## src/rtl/multi_debounce.sv

```systemverilog
// multi_debounce: N-channel push-button / switch debouncer.
// Each channel has a synchroniser chain, then a saturating up/down integrating
// counter, then a hysteresis comparator that produces the debounced level and
// one-cycle rise/fall pulses.
// Optional feature macro: LONG_PRESS_EN adds a per-channel long-press counter
// that drives hold_pulse; without it hold_pulse is tied to 0.
module multi_debounce #(
    parameter int CHANNELS    = 4,
    parameter int SYNC_STAGES = 2,
    parameter int CNT_W       = 20,
    parameter int ON_THRESH   = 750000,
    parameter int OFF_THRESH  = 250000,
    parameter int HOLD_W      = 24,
    parameter int HOLD_CYCLES = 10000000
) (
    input  logic                clk,
    input  logic                rst_n,
    input  logic [CHANNELS-1:0] btn,
    output logic [CHANNELS-1:0] level,
    output logic [CHANNELS-1:0] rise_pulse,
    output logic [CHANNELS-1:0] fall_pulse,
    output logic [CHANNELS-1:0] hold_pulse
);

    localparam longint CNT_MAX_L  = (longint'(1) << CNT_W) - 1;
    localparam longint HOLD_MAX_L = (longint'(1) << HOLD_W) - 1;

    localparam logic [CNT_W-1:0] CNT_MAX = '1;
    localparam logic [CNT_W-1:0] ON_T    = CNT_W'(ON_THRESH);
    localparam logic [CNT_W-1:0] OFF_T   = CNT_W'(OFF_THRESH);

    // Reject configurations that would break the hysteresis or wrap counters.
    if (CHANNELS < 1 || SYNC_STAGES < 2) begin : g_bad_shape
        $error("multi_debounce: CHANNELS must be >= 1 and SYNC_STAGES >= 2");
    end
    if (OFF_THRESH < 0 || OFF_THRESH >= ON_THRESH || longint'(ON_THRESH) > CNT_MAX_L) begin : g_bad_thresh
        $error("multi_debounce: need 0 <= OFF_THRESH < ON_THRESH <= 2^CNT_W-1");
    end
    // Checked even when the long-press logic is compiled out, so a
    // configuration stays valid when the feature is switched on later.
    if (HOLD_CYCLES < 1 || longint'(HOLD_CYCLES) > HOLD_MAX_L) begin : g_bad_hold
        $error("multi_debounce: need 1 <= HOLD_CYCLES <= 2^HOLD_W-1");
    end

    for (genvar gi = 0; gi < CHANNELS; gi++) begin : g_ch
        logic [SYNC_STAGES-1:0] sync_reg;
        logic                   s_sync;
        logic [CNT_W-1:0]       cnt_reg;
        logic [CNT_W-1:0]       cnt_next;
        logic                   level_reg;
        logic                   level_next;
        logic                   rise_reg;
        logic                   rise_next;
        logic                   fall_reg;
        logic                   fall_next;

        assign s_sync = sync_reg[SYNC_STAGES-1];

        // Integrating counter: climbs while the synchronised input is high,
        // falls while it is low, and sticks at either end instead of wrapping.
        always_comb begin
            cnt_next = cnt_reg;
            if (s_sync && (cnt_reg != CNT_MAX)) begin
                cnt_next = cnt_reg + CNT_W'(1);
            end else if (!s_sync && (cnt_reg != '0)) begin
                cnt_next = cnt_reg - CNT_W'(1);
            end
        end

        // Hysteresis comparator on the registered count; edge pulses are
        // produced together with the level change so they align exactly.
        always_comb begin
            rise_next  = !level_reg && (cnt_reg >= ON_T);
            fall_next  = level_reg && (cnt_reg <= OFF_T);
            level_next = level_reg;
            if (rise_next) begin
                level_next = 1'b1;
            end else if (fall_next) begin
                level_next = 1'b0;
            end
        end

        // Channel state registers: synchroniser, counter, level and pulses.
        always_ff @(posedge clk or negedge rst_n) begin
            if (!rst_n) begin
                sync_reg  <= '0;
                cnt_reg   <= '0;
                level_reg <= 1'b0;
                rise_reg  <= 1'b0;
                fall_reg  <= 1'b0;
            end else begin
                sync_reg  <= {sync_reg[SYNC_STAGES-2:0], btn[gi]};
                cnt_reg   <= cnt_next;
                level_reg <= level_next;
                rise_reg  <= rise_next;
                fall_reg  <= fall_next;
            end
        end

        assign level[gi]      = level_reg;
        assign rise_pulse[gi] = rise_reg;
        assign fall_pulse[gi] = fall_reg;

`ifdef LONG_PRESS_EN
        localparam logic [HOLD_W-1:0] HOLD_T = HOLD_W'(HOLD_CYCLES);

        logic [HOLD_W-1:0] hold_reg;
        logic [HOLD_W-1:0] hold_next;
        logic              hold_pulse_reg;
        logic              hold_pulse_next;

        // Long-press timer: counts debounced-high cycles, parks at the
        // target so the pulse fires once per press, clears when released.
        always_comb begin
            hold_next       = '0;
            hold_pulse_next = 1'b0;
            if (level_reg) begin
                hold_next = hold_reg;
                if (hold_reg != HOLD_T) begin
                    hold_next       = hold_reg + HOLD_W'(1);
                    hold_pulse_next = (hold_reg == (HOLD_T - HOLD_W'(1)));
                end
            end
        end

        // Long-press timer and pulse registers.
        always_ff @(posedge clk or negedge rst_n) begin
            if (!rst_n) begin
                hold_reg       <= '0;
                hold_pulse_reg <= 1'b0;
            end else begin
                hold_reg       <= hold_next;
                hold_pulse_reg <= hold_pulse_next;
            end
        end

        assign hold_pulse[gi] = hold_pulse_reg;
`else
        assign hold_pulse[gi] = 1'b0;
`endif
    end

endmodule
```

## config.mk

```make
export PLATFORM = sky130hd
export DESIGN_NAME = multi_debounce
export DESIGN_NICKNAME = d
export VERILOG_FILES = /design/src/rtl/multi_debounce.sv
export SDC_FILE = /design/constraint.sdc
export NUM_CORES = 1
export LEC_CHECK = 0
export BUFFER_PORTS_ARGS = -buffer_cell sky130_fd_sc_hd__buf_2
export CAP_MARGIN = 0
export CORE_ASPECT_RATIO = 1.2
export CORE_MARGIN = 1
export CORE_UTILIZATION = 30
export DETAILED_ROUTE_END_ITERATION = 8
export PLACE_DENSITY_LB_ADDON = 0.1
export SYNTH_ARGS = -nofsm -noshare
export SYNTH_HDL_FRONTEND = slang
export SYNTH_SLANG_ARGS = --single-unit
```

## constraint.sdc

```tcl
create_clock -name clk -period 5.46 [get_ports clk]
set_clock_uncertainty 0.1 [all_clocks]
set_input_delay 0.546 -clock clk [delete_from_list [all_inputs] [get_ports clk]]
set_output_delay 0.546 -clock clk [all_outputs]
set_load 0.05 [all_outputs]
```

* Word level (Yosys, flattened, before mapping)
Index checks and enable logic that the tools add are counted.
** Storage, ports and cells
- Register bits :: 100
- Bits in latches :: 0
- RAM bits :: 0
- Memory bits (read-only) :: 0
- Word-level logic and storage cells :: 92
- Memories kept :: 0
** Operators by class
- Add/subtract/negate cells :: 8
- Multipliers :: 0
- Divide/modulo/power cells :: 0
- Order comparisons :: 8
- Equality and inequality tests :: 4
- Shift-type cells :: 0
- Muxes and demuxes :: 16
- Bitwise logic cells :: 0
- Reduce and logical (&&, ||, !) cells :: 36
** Operator list (count)
- $mux W20 :: 8
- $add A20 B1 Y20 const B :: 4
- $ge A20 B20 Y1 const B :: 4
- $le A20 B18 Y1 const B :: 4
- $ne A20 B20 Y1 const B :: 4
- $reduce_bool A20 Y1 :: 4
- $sub A20 B1 Y20 const B :: 4
- $logic_and A1 B1 Y1 :: 16
- $reduce_bool A2 Y1 :: 8
- $logic_not A1 Y1 :: 8
- $mux W1 :: 8

* Logic depth before layout (Yosys ltp)
- Word-level depth :: 4
- Gate-level depth with buffers :: 11
- Gate-level depth less buffers :: 10

* Worst setup path after synthesis
No wires, ideal clock.
- Path type :: flip-flop to flip-flop
- Start :: register g_ch[2].cnt_reg[0]
- End :: register g_ch[2].cnt_reg[18]
- Data arrival time :: 3.531 ns
- Required time :: 5.234 ns
- Path slack :: 1.703 ns
- Cell stages (with the launch flop) :: 11
- Cell sequence :: dfrtp_1 nand4_1 or3_4 o41ai_4 ha_1 a21oi_1 o21ai_0 or3_1 a21oi_1 o21ai_0 a221o_1
** On the way
- Longest elaborated chain between the ends :: 3
- Elaborated cells between the ends (all ways) :: 9
- Those cells by class :: add/sub (2); eq/ne (1); mux (2); reduce/logical (4)
** RTL lines
- start, declared :: RTL line 48 : logic [CNT_W-1:0] cnt_reg;
- start signal, assigned :: RTL line 93 : cnt_reg <= cnt_next;
- $sub A20 B1 Y20 (tied with other cells) :: RTL line 66 : cnt_next = cnt_reg - CNT_W'(1);
- $mux W20 (tied with other cells) :: RTL line 65 : end else if (!s_sync && (cnt_reg != '0)) begin
- $mux W20 / $reduce_bool A2 Y1 (equally long branches)
Several ways; a longest one is shown, not always the timed one. The select of a mux whose other input is x is not followed.
A chain may end at the register's enable or synchronous reset.

* Worst setup path after layout
- Start :: register g_ch[2].cnt_reg[12]
- End :: register g_ch[2].cnt_reg[18]
The elaborated chain is that of the path after synthesis.

==> impl_results.md <==
- Vias per Instance: 5.597
- DR iter-0 viols: around 370
- Latest clock arrival within the worst-skew pair: 0.37 ns
- Max FFs per register: 80
- Post-Synthesis Cells: roughly 900
- Int Power: between 2000 and 3000 uW
- Die span in y: about 180 um
- Row count: 64
- Post-synth EDFFs: 0
- Fin nets: approximately 970
- RR Startpoint: g_ch[2].cnt_reg[12]
- Slew @ Worst Pin: 0.8754 ns
- Sequential area share after synthesis: 31.88%
- Clock Path Buffers: 2
- Syn. warnings: 0
- TritonCTS Buffers: 9
- N_diodes: 0
- Met1 usage: between 20% and 30%
- Die area: 26820 um^2
- Placed cells: between 1000 and 1500
- Max Slew Vio Count: 0
- CTS clk-pin slew, worst paths: approximately 0.080 ns
- Worst setup EP type: flop
- Fraction of layout cells with a size suffix above 1: around 7%
- Worst Path Max Fanout: 14
- XOR/XNOR share of the synthesized area: about 5%
- Area grow syn2layout: 7.971%
- Largest stage delay, worst path: 0.84 ns
- CP Cell Sequence: nand4_1 -> or3_4 -> o41ai_4 -> buf_4 -> ha_1 -> a21oi_1 -> o21ai_0 -> or3_1 -> a21oi_1 -> o21ai_0 -> a221o_1
- Share of total power consumed by net switching: approximately half
- Fillers: 2728
- Slew headroom: between 40% and 50%
- Hold Crit Class: input port to asynchronous set/reset pin
- Multiplexer area fraction after synthesis: 0%
- Fmax: between 200 and 250 MHz
- R2r endpoint: g_ch[2].cnt_reg[18]
- Via count: 6867
- I/O pins: 22
- Maxcap violations: 0
- Core ar.: 25620 um^2
- H-tree depth: 3
- WL/cell: 17.79 um
- Total setup buffers inserted after CTS: 0
- # setup viols final: 0
- Sw Pwr: about 2700 uW
- Routing usage on met3: 2.366%
- Most common cell after layout, fill and taps aside: dfrtp_1
- # DRC: 0
- Startpoint types: flop
- Post-CTS sizing: 0
- Flops & latches, synth: 100
- PortBufs: 17
- Post-synthesis compound-gate area fraction: between 20% and 30%
- First-pass GRT wire length: between 30000 and 40000 um
- Largest net degree at the start of global routing: between 50 and 60
- Met2 track demand over resource: between 20% and 30%
- Pwr dens: roughly 640 nW/um^2
- Post-layout min period: 4.126 ns
- Grt ovf: 0
- Gate power share: 58.7%
- Gp weighted congestion: between 0.8 and 0.9
- Final hold violation count: 0
- Die W: around 150 um
- CP max stage cell: o41ai_4
- Worst VDD drop: about 0.15 mV
- Buf+Inv Stages, Crit Path: 1
- Largest family of logic cells by synthesized area: compound AO/OA/AOI/OAI gates
- Synth Area in Adders: about an eighth
- Final Worst Setup Slack: 1.334 ns
- Initial Util: just over 30%
- TritonCTS clock tree: built
- Period Utilization, post-route: between 70% and 80%
- Initial antenna violation count: 0
- Dpl ws: 1.307 ns
- TNS Setup: 0 ns
- Flop pwr share: 28.8%
- CP top delay family: compound AO/OA/AOI/OAI gates
- Pre-Repair DR Iteration Count: 5
- Primary FF master, synth: dfrtp_1
- Async SR Flop Fraction: 100.0%
- CTS Sinks: 100
- Distinct cells, synth: between 60 and 70
- Top Usage Layer GRT: met2
- Final wirelength: about 22000 um
- Clock power share: roughly 13%
- Most frequent cells in the layout: 100 x dfrtp_1, 89 x o21ai_0, 81 x nand2_1, 76 x a21oi_1, 72 x ha_1
- Design Power: 5408 uW
- Crit path DAT: about 4.3 ns
- Status: completed
- Number of global-route vias before repair: between 6000 and 7000
- CP Class: flop to flop
- Required @ worst endpoint: between 5 and 6 ns
- Non-Filler Instances: about 1200
- Count of hold-fix buffers inserted at cts: 0
- Gr usage total: between 10% and 20%
- Hold_ws: 0.1308 ns
- Synth Cell Area: about 7800 um^2
- RSZ-0062 raised after global routing: no
- Post-Synth Simple-Gate Area: roughly a fifth
- Routed Antenna Nets: 0
- Syn_area_per_cell: slightly below 9 um^2
- Clock root cell: clkbuf_16
- HPWL after detailed placement: ~16000 um
- Register-to-Register Path Depth: 11
- Leakage power: between 0.003 and 0.004 uW
- Reg2Reg Setup Slack: 1.33 ns
==> per-stage QoR <==
stage	util (%)	cell area, um^2
3_3_place_gp	31.91	8177
6_report	33.07	8474
3_5_place_dp	31.91	8177
5_1_grt	33.07	8474
2_1_floorplan	-	7860
4_1_cts	33.07	8474
==> synthesized netlist by cell type, types with 6 or more instances <==
master / number / area (um^2)
a211o_1: 12 / 105.1
a211oi_1: 15 / 112.6
a21o_1: 20 / 150.1
a21oi_1: 76 / 380.4
a31oi_1: 6 / 37.54
and2_1: 14 / 87.58
and3_1: 7 / 43.79
and4_1: 6 / 52.55
buf_4: 18 / 135.1
clkbuf_1: 14 / 52.55
dfrtp_1: 100 / 2502
ha_1: 72 / 900.9
inv_1: 16 / 60.06
nand2_1: 81 / 304.0
nand3_1: 15 / 75.07
nand4_1: 35 / 219.0
nor2_1: 59 / 221.5
nor3_1: 18 / 90.09
nor4_1: 17 / 106.4
o211ai_1: 15 / 112.6
o21a_1: 12 / 90.09
o21ai_0: 89 / 445.4
o21bai_1: 8 / 60.06
o31ai_1: 9 / 67.56
or3_1: 10 / 62.56
or4_1: 6 / 45.04
xnor2_1: 26 / 227.7
xor2_1: 19 / 166.4
==> power by group through the flow <==
stage / sequential [uW] / clock (uW) / combinational, uW
floorplan: 1390 / 0 / 2620
global placement: 1580 / 0 / 3200
detailed placement: 1570 / 0 / 3160
CTS: 1560 / 700 / 3180
global route: 1620 / 730 / 3580
finish: 1560 / 673 / 3170
==> cells by family (layout without fill, tap and decap cells) <==
logic type	after synthesis	in the layout
AOI/OAI and AO/OA	316	316
and+or+nand+nor	301	301
DFF	100	100
adders and majority gates	76	76
buffers and inverters	55	55
xor gates and xnor gates	45	45
other	1	4
==> worst max path at each step <==
stage / end / cells after the start / from / slack (ns)
after floorplan: g_ch[2].cnt_reg[18] / 10 / g_ch[2].cnt_reg[0] / 1.70
after global placement: g_ch[2].cnt_reg[18] / 11 / g_ch[2].cnt_reg[0] / 1.40
after detailed placement: g_ch[2].cnt_reg[18] / 11 / g_ch[2].cnt_reg[0] / 1.31
after CTS: g_ch[2].cnt_reg[18] / 11 / g_ch[2].cnt_reg[0] / 1.29
after global routing: g_ch[2].cnt_reg[18] / 11 / g_ch[2].cnt_reg[0] / 1.08
final: g_ch[2].cnt_reg[18] / 11 / g_ch[2].cnt_reg[12] / 1.33
==> worst reg2reg max path, cell delays in order, from the launching register on <==
cell     delay (ns)
dfrtp_1        0.44
nand4_1        0.12
or3_4          0.35
o41ai_4        0.84
buf_4          0.33
ha_1           0.32
a21oi_1        0.32
o21ai_0        0.23
or3_1          0.39
a21oi_1        0.16
o21ai_0        0.10
a221o_1        0.30
==> final cells by class <==
class | count | area (um^2) | share of cell area (%)
Clock buffer | 11 | 252.7 | 2.982
Clock inverter | 5 | 45.04 | 0.5315
Inverter | 16 | 60.06 | 0.7087
Multi-Input combinational cell | 742 | 5069 | 59.81
Sequential cell | 100 | 2502 | 29.53
Tap cell | 330 | 412.9 | 4.872
Timing Repair Buffer | 23 | 132.6 | 1.565
==> per-layer routing <==
layer,vias to the layer above,part of all wire [%]
met3,22,2.1
met2,103,50
met1,3330,47
met4,0,1.6
li1,3412,-
met5,-,0
No activity file was read; power rests on OpenSTA's default activity.
